## config.mk

```make
export PLATFORM = sky130hd
export DESIGN_NAME = div_unit
export DESIGN_NICKNAME = d
export VERILOG_FILES = /design/src/rtl/div_pkg.sv /design/src/rtl/div_step.sv /design/src/rtl/div_unit.sv
export SDC_FILE = /design/constraint.sdc
export NUM_CORES = 1
export LEC_CHECK = 0
export CAP_MARGIN = 15
export CORE_MARGIN = 10
export CORE_UTILIZATION = 35
export CTS_CLUSTER_DIAMETER = 150
export DETAILED_ROUTE_END_ITERATION = 10
export GPL_ROUTABILITY_DRIVEN = 0
export SYNTH_ARGS = -nofsm -noshare
export SYNTH_HDL_FRONTEND = slang
export SYNTH_SLANG_ARGS = --single-unit
```

## constraint.sdc

```tcl
create_clock -name clk -period 10.9 [get_ports clk]
set_clock_uncertainty 0.05 [all_clocks]
set_input_delay 1.635 -clock clk [delete_from_list [all_inputs] [get_ports clk]]
set_output_delay 1.635 -clock clk [all_outputs]
set_load 0.01 [all_outputs]
```

## src/rtl/div_pkg.sv

```systemverilog
// Shared definitions for the RV32M iterative divide/remainder unit:
// operation codes, FSM states and the signed-overflow dividend.
package div_pkg;

  localparam logic [1:0] OP_DIV  = 2'd0;
  localparam logic [1:0] OP_DIVU = 2'd1;
  localparam logic [1:0] OP_REM  = 2'd2;
  localparam logic [1:0] OP_REMU = 2'd3;

  typedef enum logic [1:0] {
    S_IDLE = 2'd0,
    S_DIV  = 2'd1,
    S_DONE = 2'd2
  } state_t;

  localparam logic [31:0] DIV_MIN_NEG = 32'h8000_0000;

  function automatic logic op_is_signed(input logic [1:0] op);
    return (op == OP_DIV) || (op == OP_REM);
  endfunction

endpackage

```

## src/rtl/div_step.sv

```systemverilog
// One restoring-division step: shift {rem, quo} left, trial-subtract the
// divisor and keep the difference when it does not go negative.
module div_step #(
  parameter int XLEN = 32
) (
  input  logic [XLEN-1:0] i_rem,
  input  logic [XLEN-1:0] i_quo,
  input  logic [XLEN-1:0] i_divisor,
  output logic [XLEN-1:0] o_rem,
  output logic [XLEN-1:0] o_quo
);

  logic [XLEN:0] w_shift;
  logic [XLEN:0] w_trial;
  logic          w_ge;

  assign w_shift = {i_rem, i_quo[XLEN-1]};
  assign w_trial = w_shift - {1'b0, i_divisor};
  // A set shifted-out MSB already exceeds any divisor, so the trial sign bit
  // is only meaningful when that bit is clear.
  assign w_ge    = w_shift[XLEN] | ~w_trial[XLEN];

  assign o_rem = w_ge ? w_trial[XLEN-1:0] : w_shift[XLEN-1:0];
  assign o_quo = {i_quo[XLEN-2:0], w_ge};

endmodule

```

## src/rtl/div_unit.sv

```systemverilog
// Iterative DIV/DIVU/REM/REMU unit: XLEN restoring steps on magnitudes with
// sign fixup at the end; divide-by-zero and signed overflow finish in one cycle.
module div_unit
  import div_pkg::*;
#(
  parameter int XLEN = 32
) (
  input  logic            clk,
  input  logic            reset,
  input  logic            start,
  input  logic [1:0]      op,
  input  logic [XLEN-1:0] rs1_val,
  input  logic [XLEN-1:0] rs2_val,
  input  logic [4:0]      rd_in,
  input  logic            kill,
  output logic            ready,
  output logic            wb_we,
  output logic [4:0]      wb_rd,
  output logic [XLEN-1:0] wb_data,
  output logic            done
);

  localparam int CNT_W = $clog2(XLEN) + 1;

  state_t           r_state;
  state_t           w_state_next;
  logic             r_sel_rem;
  logic [4:0]       r_rd;
  logic [XLEN-1:0]  r_rem;
  logic [XLEN-1:0]  r_quo;
  logic [XLEN-1:0]  r_divisor;
  logic [XLEN-1:0]  r_wb_data;
  logic             r_q_neg;
  logic             r_r_neg;
  logic [CNT_W-1:0] r_cnt;

  logic             w_signed;
  logic             w_sign1;
  logic             w_sign2;
  logic [XLEN-1:0]  w_abs1;
  logic [XLEN-1:0]  w_abs2;
  logic             w_div_zero;
  logic             w_ovf;
  logic             w_fast;
  logic [XLEN-1:0]  w_fast_res;
  logic             w_accept;
  logic             w_cnt_last;
  logic             w_last;
  logic [XLEN-1:0]  w_rem_step;
  logic [XLEN-1:0]  w_quo_step;
  logic [XLEN-1:0]  w_quo_fix;
  logic [XLEN-1:0]  w_rem_fix;
  logic [XLEN-1:0]  w_final;

  assign w_signed   = op_is_signed(op);
  assign w_sign1    = w_signed & rs1_val[XLEN-1];
  assign w_sign2    = w_signed & rs2_val[XLEN-1];
  assign w_abs1     = w_sign1 ? -rs1_val : rs1_val;
  assign w_abs2     = w_sign2 ? -rs2_val : rs2_val;

  assign w_div_zero = (rs2_val == '0);
  assign w_ovf      = w_signed && (rs1_val == DIV_MIN_NEG) && (rs2_val == '1);
  assign w_fast     = w_div_zero | w_ovf;
  // Zero divisor takes precedence; the two fast cases never overlap anyway.
  assign w_fast_res = op[1] ? (w_div_zero ? rs1_val : '0)
                            : (w_div_zero ? '1 : DIV_MIN_NEG);

  assign w_accept   = (r_state == S_IDLE) && start;
  assign w_cnt_last = (r_cnt == CNT_W'(XLEN - 1));
  assign w_last     = (r_state == S_DIV) && !kill && w_cnt_last;

  div_step #(
    .XLEN(XLEN)
  ) u_step (
    .i_rem    (r_rem),
    .i_quo    (r_quo),
    .i_divisor(r_divisor),
    .o_rem    (w_rem_step),
    .o_quo    (w_quo_step)
  );

  assign w_quo_fix = r_q_neg ? -w_quo_step : w_quo_step;
  assign w_rem_fix = r_r_neg ? -w_rem_step : w_rem_step;
  assign w_final   = r_sel_rem ? w_rem_fix : w_quo_fix;

  always_ff @(posedge clk or posedge reset) begin
    if (reset) r_state <= S_IDLE;
    else       r_state <= w_state_next;
  end

  always_comb begin
    w_state_next = r_state;
    case (r_state)
      S_IDLE: if (start) w_state_next = w_fast ? S_DONE : S_DIV;
      S_DIV: begin
        if (kill)            w_state_next = S_IDLE;
        else if (w_cnt_last) w_state_next = S_DONE;
      end
      S_DONE:  w_state_next = S_IDLE;
      default: w_state_next = S_IDLE;
    endcase
  end

  always_ff @(posedge clk or posedge reset) begin
    if (reset) begin
      r_sel_rem <= 1'b0;
      r_rd      <= '0;
      r_rem     <= '0;
      r_quo     <= '0;
      r_divisor <= '0;
      r_wb_data <= '0;
      r_q_neg   <= 1'b0;
      r_r_neg   <= 1'b0;
      r_cnt     <= '0;
    end else if (w_accept) begin
      r_sel_rem <= op[1];
      r_rd      <= rd_in;
      r_cnt     <= '0;
      if (w_fast) begin
        r_wb_data <= w_fast_res;
      end else begin
        r_rem     <= '0;
        r_quo     <= w_abs1;
        r_divisor <= w_abs2;
        r_q_neg   <= w_sign1 ^ w_sign2;
        r_r_neg   <= w_sign1;
      end
    end else if ((r_state == S_DIV) && !kill) begin
      r_rem <= w_rem_step;
      r_quo <= w_quo_step;
      r_cnt <= r_cnt + 1'b1;
      if (w_last) r_wb_data <= w_final;
    end
  end

  assign ready   = (r_state == S_IDLE);
  assign done    = (r_state == S_DONE);
  assign wb_we   = done && (r_rd != 5'd0);
  assign wb_rd   = r_rd;
  assign wb_data = r_wb_data;

endmodule

```

==> impl_metrics.env <==
export IMPL_status="finished clean"
export IMPL_fin_tns_setup_ns=0
export IMPL_path_max_fanout=51
export IMPL_layout_commonest_cell="nand2_1"
export IMPL_die_h_um=203
export IMPL_grt_overflow=0
export IMPL_drive_above_1_share_pct=5.04
export IMPL_endpoint_kind="register"
export IMPL_synthArstFlopShare_pct=100
export IMPL_die_area_sq_um=41400
export IMPL_vdd_drop_max_mv=0.116
export IMPL_antenna_found_initial=0
export IMPL_nets=1710
export IMPL_drtAntennaViolNets=0
export IMPL_final_area_sq_um=13900
export IMPL_layout_common_cells="nand2_1, o21ai_0, dfrtp_1, nor2_1, a21oi_1"
export IMPL_cts_setup_buffers=0
export IMPL_cts_tree="built"
export IMPL_power_mw=2.12
export IMPL_vias=11700
export IMPL_seq_area_frac_synth_pct=30.6
export IMPL_area_growth_pct=17.8
export IMPL_route_detailed_drc=0
export IMPL_dpl_cell_area_sq_um=13300
export IMPL_dp_cells=2024
export IMPL_instances_no_fill=2056
export IMPL_path_clk_slew_ns=0.06
export IMPL_avgSynthCellArea_sq_um=7.67
export IMPL_synthesis_area_sq_um=11800
export IMPL_grt_pass1_vias=11400
export IMPL_cap_violations=0
export IMPL_slew_headroom_pct=28.4
export IMPL_dp_hpwl_mm=29.2
export IMPL_synthCells=1534
export IMPL_cp_arrival_ns=6.14
export IMPL_boundaryPins=115
export IMPL_powerDensity_nw_per_um2=153
export IMPL_tightest_slew_ns=1.07
export IMPL_synth_seq_cells=144
export IMPL_yosys_warnings=0
export IMPL_ys_types=86
export IMPL_cts_htree_levels=4
export IMPL_drt_iter0_drc=961
export IMPL_yosysTopAreaCell="dfrtp_1"
export IMPL_finalHoldViolCount=0
export IMPL_max_freq_mhz=170
export IMPL_cts_buffer_depth=2
export IMPL_netlist_area_leader_share_pct=30.6
export IMPL_diodes=0
export IMPL_port_buffers=114
export IMPL_hold_buffers=0
export IMPL_routed_via_density=5.68
export IMPL_finalSetupViolCount=0
export IMPL_slew_violations=0
export IMPL_start_kind="register"
export IMPL_cts_sinks=144
export IMPL_firstDrtPassIters=6
export IMPL_cts_buffers_inserted=17
export IMPL_grt_max_degree=86
export IMPL_worstSkewPairLatency_ns=0.44
export IMPL_p_leak_nw=5.57
export IMPL_track_usage_pct=18.5
export IMPL_cts_root_buf="clkbuf_16"
export IMPL_start_util_pct=35.3
export IMPL_post_drt_wl_per_cell_um=18.8
export IMPL_finalCritPeriodShare_pct=54.0
export IMPL_syn_num_nets=1648
export IMPL_routed_wl_mm=38.7
export IMPL_fin_util_pct=41.5
export IMPL_synthTopCellsByArea="dfrtp_1, nand2_1, o21ai_0"
export IMPL_hp_class="register to register"
export IMPL_fp_row_count=67
export IMPL_crit_type="register to register"
export IMPL_synth_flop_cell="dfrtp_1"
export IMPL_synth_edf_count=0
export IMPL_min_period_ns=5.89
export IMPL_die_w_um=203
export IMPL_rsz0062_at_grt="false"
export IMPL_postCtsResizedCells=0
export IMPL_core_area_sq_um=33400
export IMPL_worstPathRequired_ns=11.15
export IMPL_grt_pass1_wl_mm=62.5
-- synthesized netlist by cell type (4+ instances only) --
master,number
nand2_1,209
o21ai_0,149
dfrtp_1,144
nor2_1,134
a21oi_1,133
xnor2_1,80
clkbuf_1,67
inv_1,67
xor2_1,45
ha_1,38
o22ai_1,32
nor3_1,30
o31ai_1,29
o211ai_1,27
a31oi_1,25
nand3_1,25
or3_1,22
nand4_1,19
o21a_1,16
mux2i_1,14
nand2b_1,14
or4_1,14
and2_1,13
nor4_1,13
o41ai_1,11
a211oi_1,10
a21o_1,10
buf_1,10
buf_2,9
nor2b_1,9
o2111ai_1,7
o21ai_1,6
o21bai_1,6
or2_2,6
o31a_1,5
a41oi_1,4
and3_1,4
nor3b_1,4
-- final timing paths --
| kind | from | to | slack (ns) | cells past startpoint |
|---|---|---|---|---|
| worst max-delay path | r_rem[18] | wb_data[28] | 5.01 | 19 |
| worst min-delay path | wb_rd[1] | wb_rd[1] | 0.45 | 2 |
| worst max register to register | r_rem[18] | wb_data[28] | 5.01 | 19 |
| worst min register to register | wb_rd[1] | wb_rd[1] | 0.45 | 2 |
| max in group asynchronous | reset | r_quo[31] | 7.68 | 3 |
| min in group asynchronous | reset | r_divisor[0] | 1.65 | 2 |
-- worst max-delay path, cell delays in order (launching register included) --
cell and delay, ns:
dfrtp_1 0.42, ha_1 0.40, a21oi_1 0.24, o21ai_1 0.18, a21oi_1 0.27, o21a_1 0.40
nand2_4 0.39, inv_2 0.12, buf_4 0.45, ha_1 0.26, nand2b_1 0.10, nand2b_1 0.20
or2_2 0.34, or4_1 0.55, or3_1 0.43, o31ai_1 0.26, xnor2_1 0.12, nor3b_1 0.15
a311oi_1 0.30, o22ai_1 0.12
-- power breakdown --
part	leakage (nW)	total, mW	switching (mW)	internal [mW]
Sequential	1.89	0.723	0.108	0.615
Clock	0.284	0.613	0.252	0.361
Combinational	3.39	0.783	0.469	0.314
-- registers in the layout, indices dropped and copies added, names as in the netlist --
signal,flops
r_cnt,6
r_divisor,32
r_q_neg,1
r_quo,32
r_r_neg,1
r_rem,32
r_sel_rem,1
r_state,2
wb_data,32
wb_rd,5
-- cell type report --
type	instances	area [sq um]
fillers	3443	19500
inverters	68	260
multi-input cells	1235	7580
flip-flops and latches	144	3600
well taps	448	561
repair buffers	130	1260
clock buffers	19	433
clock inverters	12	159
-- through the flow --
stage          worst slack [ns]  hold slack, ns
4_1_cts                    5.13           0.454
5_1_grt                    4.60           0.484
2_1_floorplan              5.13           0.428
3_3_place_gp               4.83           0.429
6_report                   5.01           0.446
3_5_place_dp               4.70           0.439
-- routing by layer --
| layer | vias up | track usage [%] | share of wire [%] |
|---|---|---|---|
| met4 | 0 | 7.78 | 3.4 |
| li1 | 5669 | - | - |
| met3 | 71 | 1.97 | 4.1 |
| met1 | 5613 | 23.5 | 44 |
| met5 | - | 0 | 0 |
| met2 | 332 | 31.4 | 49 |
-- logic make-up after synthesis --
logic type                 synth area share (%)
muxes                                      1.48
AOI/OAI and AO/OA                          27.9
buffers and inverters                      5.07
DFF                                        30.6
adders and majority gates                  4.21
and+or+nand+nor                            21.4
xor gates and xnor gates                   9.30
Note: power is estimated with default switching activity, not from simulation.
